==> src/rtl/fetch_sequencer.sv <==
// Instruction fetch sequencer: PC -> imem req/ack -> decode valid/ready, then pc_inc.
// Latency: 4 cycles/instr minimum. Backpressure: holds instr until decode asserts instr_ready.
module fetch_sequencer #(
  parameter int AW  = 5,
  parameter int DW  = 16,
  parameter int TMO = 8
) (
  input  logic          CLK,
  input  logic          RST,
  input  logic          en,
  input  logic          flush,
  input  logic [AW-1:0] pc_addr,
  output logic          pc_inc,
  output logic          mem_req,
  output logic [AW-1:0] mem_addr,
  input  logic          mem_ack,
  input  logic [DW-1:0] mem_rdata,
  output logic [DW-1:0] instr,
  output logic          instr_valid,
  input  logic          instr_ready,
  output logic          fetch_err,
  output logic          busy
);

  localparam int CW = $clog2(TMO);
  localparam logic [CW-1:0] W_LAST = CW'(TMO - 1);

  localparam logic [1:0] S_IDLE = 2'd0;
  localparam logic [1:0] S_REQ  = 2'd1;
  localparam logic [1:0] S_HOLD = 2'd2;

  logic [1:0]    r_state;
  logic [CW-1:0] r_wait_cnt;
  logic          r_mem_req;
  logic [AW-1:0] r_mem_addr;
  logic [DW-1:0] r_instr;
  logic          r_instr_valid;
  logic          r_pc_inc;
  logic          r_fetch_err;

  always_ff @(posedge CLK or negedge RST) begin
    if (!RST) begin
      r_state       <= S_IDLE;
      r_wait_cnt    <= '0;
      r_mem_req     <= 1'b0;
      r_mem_addr    <= '0;
      r_instr       <= '0;
      r_instr_valid <= 1'b0;
      r_pc_inc      <= 1'b0;
      r_fetch_err   <= 1'b0;
    end else begin
      r_pc_inc    <= 1'b0;
      r_fetch_err <= 1'b0;
      if (flush) begin
        r_state       <= S_IDLE;
        r_mem_req     <= 1'b0;
        r_instr_valid <= 1'b0;
      end else begin
        case (r_state)
          S_IDLE: begin
            // Skip the pc_inc cycle so the counter has moved before we sample it.
            if (en && !r_pc_inc) begin
              r_mem_addr <= pc_addr;
              r_mem_req  <= 1'b1;
              r_wait_cnt <= '0;
              r_state    <= S_REQ;
            end
          end
          S_REQ: begin
            if (mem_ack) begin
              r_instr       <= mem_rdata;
              r_instr_valid <= 1'b1;
              r_mem_req     <= 1'b0;
              r_state       <= S_HOLD;
            end else if (r_wait_cnt == W_LAST) begin
              r_mem_req   <= 1'b0;
              r_fetch_err <= 1'b1;
              r_state     <= S_IDLE;
            end else begin
              r_wait_cnt <= r_wait_cnt + CW'(1);
            end
          end
          S_HOLD: begin
            if (instr_ready) begin
              r_instr_valid <= 1'b0;
              r_pc_inc      <= 1'b1;
              r_state       <= S_IDLE;
            end
          end
          default: r_state <= S_IDLE;
        endcase
      end
    end
  end

  assign pc_inc      = r_pc_inc;
  assign mem_req     = r_mem_req;
  assign mem_addr    = r_mem_addr;
  assign instr       = r_instr;
  assign instr_valid = r_instr_valid;
  assign fetch_err   = r_fetch_err;
  assign busy        = (r_state != S_IDLE);

endmodule

==> config.mk <==
export PLATFORM = sky130hd
export DESIGN_NAME = fetch_sequencer
export DESIGN_NICKNAME = d
export VERILOG_FILES = /design/src/rtl/fetch_sequencer.sv
export SDC_FILE = /design/constraint.sdc
export NUM_CORES = 1
export LEC_CHECK = 0
export CORE_MARGIN = 8
export CORE_UTILIZATION = 41
export DETAILED_ROUTE_END_ITERATION = 8
export GPL_TIMING_DRIVEN = 0
export PLACE_DENSITY_LB_ADDON = 0.1
export SYNTH_ARGS = -nofsm -noshare
export SYNTH_HDL_FRONTEND = slang
export SYNTH_SLANG_ARGS = --single-unit
==> constraint.sdc <==
create_clock -name CLK -period 2.3 [get_ports CLK]
set_input_delay 0.46 -clock CLK [delete_from_list [all_inputs] [get_ports CLK]]
set_output_delay 0.46 -clock CLK [all_outputs]
set_load 0.005 [all_outputs]
==> impl_results.md, run 1 <==
* Die W at 70.3 um
* Worst Reg2Reg Path Length in Cells at 6
* Worst-Margin Slew at roughly 0.65 ns
* Synth Area in Simple Gates at between 10 and 15%
* Routed Antenna Nets at 0
* Placed inst area at roughly 1800 um^2
* Detailed placement HPWL at between 2 and 2.5 mm
* Synth Area in XOR/XNOR at 0%
* Maximum clock rate at 508 MHz
* Clock sink count at 30
* Area grow syn2layout at 50.1%
* H-Tree Depth at 2
* Top-count cell post-synth: dfrtp_1
* Status: completed
* Layout Skew at 0.00568 ns
* Final number of max-transition violations at 0
* CP Max Fanout at 7
* Largest net degree at the start of global routing at 31
* Core area at approximately 2800 um^2
* Largest family of logic cells by synthesized area: multiplexers
* Mapped cell area at about 1200 um^2
* Worst Setup End Kind: output pin
* # Post-CTS Setup Buffers at 0
* Layout cell share with drive strength beyond 1 at between 20% and 30%
* Max-Cap Viols at 0
* Total CTS buffers at 5
* Final setup viols at 0
* Setup TNS at 0 ns
* Final Critical Period at slightly below 2 ns
* CP Class: flip-flop to output pin
* Detailed Route Iter0 Violations at 37
* Worst slew margin at between 50% and 60%
* Worst r2r src: r_wait_cnt[0]$_DFFE_PN0P_
* Hold WS at 0.145 ns
* FF-to-FF setup slack at between 0.5 and 0.6 ns
* Routed wire length at between 2 and 3 mm
* Congestion Overflow GR at 0
* Cts hold-fix bufs at 0
* PortBufs at 51
* Worst setup margin at 0.331 ns
* Longest Clk Path Bufs at 2
* Final hold violations at 0
* TritonCTS clock tree: built
* Root Driver: clkbuf_4
* Post-synth top cells: dfrtp_1 (30), mux2_2 (21), nor2_1 (11)
* Chip height at 70.3 um
* Pleak at about 0.8 nW
* Flops & latches, synth at 30
* Final period util at between 80% and 90%
* Syn Inst Count at 86
* CP arrival at roughly 1.5 ns
* Req. time, crit path at roughly 1.8 ns
* RD Place Congestion at 0.647
* Ys flop type: dfrtp_1
* Initial Utilization at 43.4%
* Initial antenna violation count at 0
* Maximum vdd drop at about 0.7 mV
* N_diodes at 0
* GRT Total Usage at a little under an eighth
* Sequential cell area at roughly 750 um^2
* DR vias at 857
* Crit path launch type: flip-flop
* Ys async rst share at 100%
* Multi-input combinational cell area at about 430 um^2
* Post-synth EDFFs at 0
* DR WL/cell at between 15 and 20 um
* Fillers at roughly 230
* Synth warn at 0
* Drt pass-1 iters at 4
* Worst hold path type: input port to async pin
* Clock Latency Late Sink at ~0.33 ns
* Vias in the first global route at between 900 and 1,000
* Synth Area in Adders at under 10%
* Die area at approximately 5000 um^2
* Library cells used by synthesis at 19
* Power Dens Cells at between 800 and 900 nW/um^2
* Pre-CTS setup slack at 0.132 ns
* Compound-cell area share of the yosys netlist at under 10%
* DRC errors left at 0
* Row cnt at 19
* Top Ports at 53
* RSZ-0062 raised after global routing: no
* Synth area leaders: dfrtp_1 (62%), mux2_2 (20%), nor2_1 (3.4%)
* Avg Cell Area, Syn at between 10 and 15 um^2
* Average vias per placed instance at 4.87
* Final instance area at 1810 um^2
* R2r endpoint: r_wait_cnt[1]$_DFFE_PN0P_
* Yosys top cell area share at 62.2%
* Seq/Total Area, Yosys at about 62%
* First-pass GRT wire length at 4.48 mm
* Post-synthesis mux area share at about a fifth
* Clk slew on worst S/H paths at 0.09 ns
* Synthesized net count at roughly 120
* Leading area contributor after synthesis: dfrtp_1
* Nets at approximately 170
* Post_cts resized at 0
==> sequential cells by signal (all words and copies together), names as in the netlist <==
name         flops
mem_req          1
r_state          2
pc_inc           1
r_wait_cnt       3
fetch_err        1
instr_valid      1
mem_addr         5
instr           16
==> how the worst max path moves through the flow <==
stage,from,end,cells after the start
3_5_place_dp,mem_ack,instr[6]$_DFFE_PN0P_,4
5_1_grt,r_state[0]$_DFFE_PN0P_,busy,3
4_1_cts,r_state[0]$_DFFE_PN0P_,busy,3
6_report,r_state[0]$_DFFE_PN0P_,busy,3
2_1_floorplan,r_wait_cnt[0]$_DFFE_PN0P_,r_wait_cnt[1]$_DFFE_PN0P_,6
3_3_place_gp,mem_ack,instr[4]$_DFFE_PN0P_,4
==> per-stage QoR <==
step	util, %	cells	total power (W)
after floorplan	-	86	0.000885
after global placement	63.2	168	0.00119
after detailed placement	63.2	168	0.00121
after CTS	65.3	176	0.00154
after global routing	65.1	176	0.00161
final	65.1	176	0.00151
==> layout by cell type, fill, tap and decap left out, types with 2 or more instances in the layout <==
cell type	n
a21oi_1	5
a22o_1	2
clkbuf_1	2
clkbuf_4	5
clkdlybuf4s50_1	50
dfrtp_1	30
ha_1	2
inv_1	2
mux2_2	21
nand2_1	2
nor2_1	11
==> critical path, stage by stage (launching register included) <==
cell and delay, ns:
dfrtp_1 0.47, nor2_1 0.20, inv_1 0.06, clkdlybuf4s50_1 0.45
==> routing by layer <==
layer | up-vias | part of all wire [%] | global-route usage [%]
met3 | 6 | 11 | 7.49
met2 | 33 | 48 | 17.5
li1 | 414 | - | -
met1 | 404 | 39 | 11.8
met4 | 0 | 1.9 | 6.03
met5 | - | 0 | 0
==> logic make-up (layout without fill, tap and decap cells) <==
kind of cell	after synthesis	count (layout)
and+or+nand+nor	21	21
muxes	21	21
AOI/OAI and AO/OA	8	8
adders and majority gates	2	2
buffers and inverters	4	63
DFF	30	30
==> power by group <==
group	switching (W)	internal, W	leakage, nW	total (W)
registers	0.0000654	0.000652	0.371	0.000718
clock network	0.000178	0.000148	0.0353	0.000326
logic	0.000138	0.000327	0.383	0.000465
==> final cells by class <==
cell class / instances / area share [%]
buffer: 2 / 0.829
clock buffer: 7 / 3.04
clock inverter: 1 / 0.276
inverter: 2 / 0.414
multi-input combinational: 52 / 24.0
sequential: 30 / 41.4
tap: 31 / 2.14
timing repair buffer: 51 / 27.9
Note: power is estimated with default switching activity, not from simulation.
==> run 2, diff against run 1 <==
--- a/config.mk
+++ b/config.mk
@@ -5,11 +5,13 @@
 export SDC_FILE = /design/constraint.sdc
 export NUM_CORES = 1
 export LEC_CHECK = 0
+export CAP_MARGIN = 20
 export CORE_MARGIN = 8
 export CORE_UTILIZATION = 41
 export DETAILED_ROUTE_END_ITERATION = 8
 export GPL_TIMING_DRIVEN = 0
 export PLACE_DENSITY_LB_ADDON = 0.1
+export SLEW_MARGIN = 20
 export SYNTH_ARGS = -nofsm -noshare
 export SYNTH_HDL_FRONTEND = slang
 export SYNTH_SLANG_ARGS = --single-unit
==> impl_results.md, run 2 (synthesized netlist as in run 1, its figures left out) <==
* # Post-CTS Setup Buffers at 0 (unchanged)
* Largest net degree at the start of global routing at 31 (unchanged)
* Max FFs per register at 16 (unchanged)
* Status: completed
* Post_cts resized at 0 (unchanged)
* Cts hold-fix bufs at 0 (unchanged)
* Worst hold path type: input port to async pin
* Detailed Route Iter0 Violations at 31 (-16%)
* Max-Cap Viols at 0 (unchanged)
* Drt pass-1 iters at 4 (unchanged)
* Worst Reg2Reg Path Length in Cells at 6 (unchanged)
* TritonCTS clock tree: built
* Final Critical Period at 1.95 ns (-0.0154 ns)
* Power Dens Cells at 830 nW/um^2 (-0.37%)
* Worst setup margin at 0.347 ns (+0.0154 ns)
* Setup TNS at 0 ns (unchanged)
* Clock Latency Late Sink at 0.33 ns (about the same)
* Maximum clock rate at 512 MHz (+0.79%)
* Die W at 70.3 um (unchanged)
* RSZ-0062 raised after global routing: no
* Chip height at 70.3 um (unchanged)
* DR vias at 863 (+0.70%)
* Layout Skew at 0.00439 ns (-0.00128 ns)
* R2r endpoint: r_wait_cnt[1]$_DFFE_PN0P_
* Average vias per placed instance at 4.90 (+0.70%)
* First-pass GRT wire length at 4.38 mm (-2.2%)
* Total CTS buffers at 5 (unchanged)
* Commonest non-fill, non-tap cells in the layout: clkdlybuf4s50_1 (50), dfrtp_1 (30), mux2_2 (21)
* CP arrival at 1.49 ns (-0.02 ns)
* Die area at 4940 um^2 (unchanged)
* CP Max Fanout at 7 (unchanged)
* Routed wire length at 2.65 mm (-1.1%)
* Final number of max-transition violations at 0 (unchanged)
* Crit path launch type: flip-flop
* Worst-Margin Slew at 0.637 ns (-0.0147 ns)
* FF-to-FF setup slack at 0.56 ns (about the same)
* GRT Total Usage at 11.1% (-0.44 points)
* Detailed placement HPWL at 2.10 mm (-1.3%)
* Worst r2r src: r_wait_cnt[0]$_DFFE_PN0P_
* Hold WS at 0.146 ns (+0.000881 ns)
* Core area at 2780 um^2 (unchanged)
* Initial Utilization at 43.4% (unchanged)
* Congestion Overflow GR at 0 (unchanged)
* Layout cell share with drive strength beyond 1 at 22.1% (unchanged)
* Longest Clk Path Bufs at 2 (unchanged)
* Vias in the first global route at 987 (+4.8%)
* Pre-CTS setup slack at 0.131 ns (-0.00124 ns)
* RD Place Congestion at 0.647 (unchanged)
* Routed Antenna Nets at 0 (unchanged)
* Req. time, crit path at 1.84 ns (about the same)
* DRC errors left at 0 (unchanged)
* Clock sink count at 30 (unchanged)
* Pleak at 0.789 nW (unchanged)
* Top Ports at 53 (unchanged)
* Clk slew on worst S/H paths at 0.09 ns (about the same)
* Area grow syn2layout at 50.1% (unchanged)
* Most common cell after layout, fill and taps aside: clkdlybuf4s50_1
* Maximum vdd drop at 0.550 mV (-22%)
* Final setup viols at 0 (unchanged)
* Root Driver: clkbuf_4
* Row cnt at 19 (unchanged)
* Worst Setup End Kind: output pin
* Final hold violations at 0 (unchanged)
* Worst slew margin at 57.5% (+0.98 points)
* Initial antenna violation count at 0 (unchanged)
* Final period util at 84.9% (-0.67 points)
* Fillers at 234 (+2.2%)
* Final Total Pwr at 0.00150 W (-0.37%)
* N_diodes at 0 (unchanged)
* DR WL/cell at 15.0 um (-1.1%)
* PortBufs at 51 (unchanged)
* CP Class: flip-flop to output pin
* Nets at 173 (unchanged)
* H-Tree Depth at 2 (unchanged)
## run 2: report_power, final
group / leakage, nW / internal, W / total (W) / switching [W]
clock: 0.0353 / 0.000148 / 0.000320 / 0.000172
sequential: 0.371 / 0.000652 / 0.000717 / 0.0000650
combinational: 0.383 / 0.000328 / 0.000466 / 0.000138
total: 0.789 / 0.00113 / 0.00150 / 0.000375
## run 2: final cells by class
| cell class | instances | area, um^2 | area share [%] |
|---|---|---|---|
| inverter | 2 | 7.51 | 0.414 |
| timing repair buffer | 51 | 505 | 27.9 |
| sequential | 30 | 751 | 41.4 |
| clock buffer | 7 | 55.1 | 3.04 |
| multi-input combinational | 52 | 434 | 24.0 |
| tap | 31 | 38.8 | 2.14 |
| clock inverter | 1 | 5.00 | 0.276 |
| buffer | 2 | 15.0 | 0.829 |
## run 2: worst max path at each step
| stage | to | cells after the start | slack (ns) | start |
|---|---|---|---|---|
| detailed placement | instr[6]$_DFFE_PN0P_ | 4 | 0.13 | mem_ack |
| CTS | busy | 3 | 0.32 | r_state[0]$_DFFE_PN0P_ |
| floorplan | r_wait_cnt[1]$_DFFE_PN0P_ | 6 | 0.67 | r_wait_cnt[0]$_DFFE_PN0P_ |
| global placement | instr[4]$_DFFE_PN0P_ | 4 | 0.16 | mem_ack |
| finish | busy | 3 | 0.35 | r_state[0]$_DFFE_PN0P_ |
| global route | busy | 3 | 0.26 | r_state[0]$_DFFE_PN0P_ |
## run 2: metal layers
| layer | up-vias | wire length, um | GRT usage, % |
|---|---|---|---|
| li1 | 415 | - | - |
| met1 | 406 | 1000 | 10.7 |
| met2 | 35 | 1320 | 18.2 |
| met3 | 7 | 253 | 5.93 |
| met4 | 0 | 66 | 6.70 |
| met5 | - | 0 | 0 |
## run 2: per-stage QoR
| stage | std cells | utilization (%) | instance area (um^2) |
|---|---|---|---|
| finish | 176 | 65.1 | 1810 |
| global route | 176 | 65.1 | 1810 |
| CTS | 176 | 65.1 | 1810 |
| detailed placement | 168 | 63.0 | 1750 |
| global placement | 168 | 63.2 | 1760 |
| floorplan | 86 | - | 1210 |
## run 2: worst max-delay path: stages (launching register included)
cell,delay (ns)
dfrtp_1,0.46
nor2_1,0.19
inv_1,0.06
clkdlybuf4s50_1,0.45
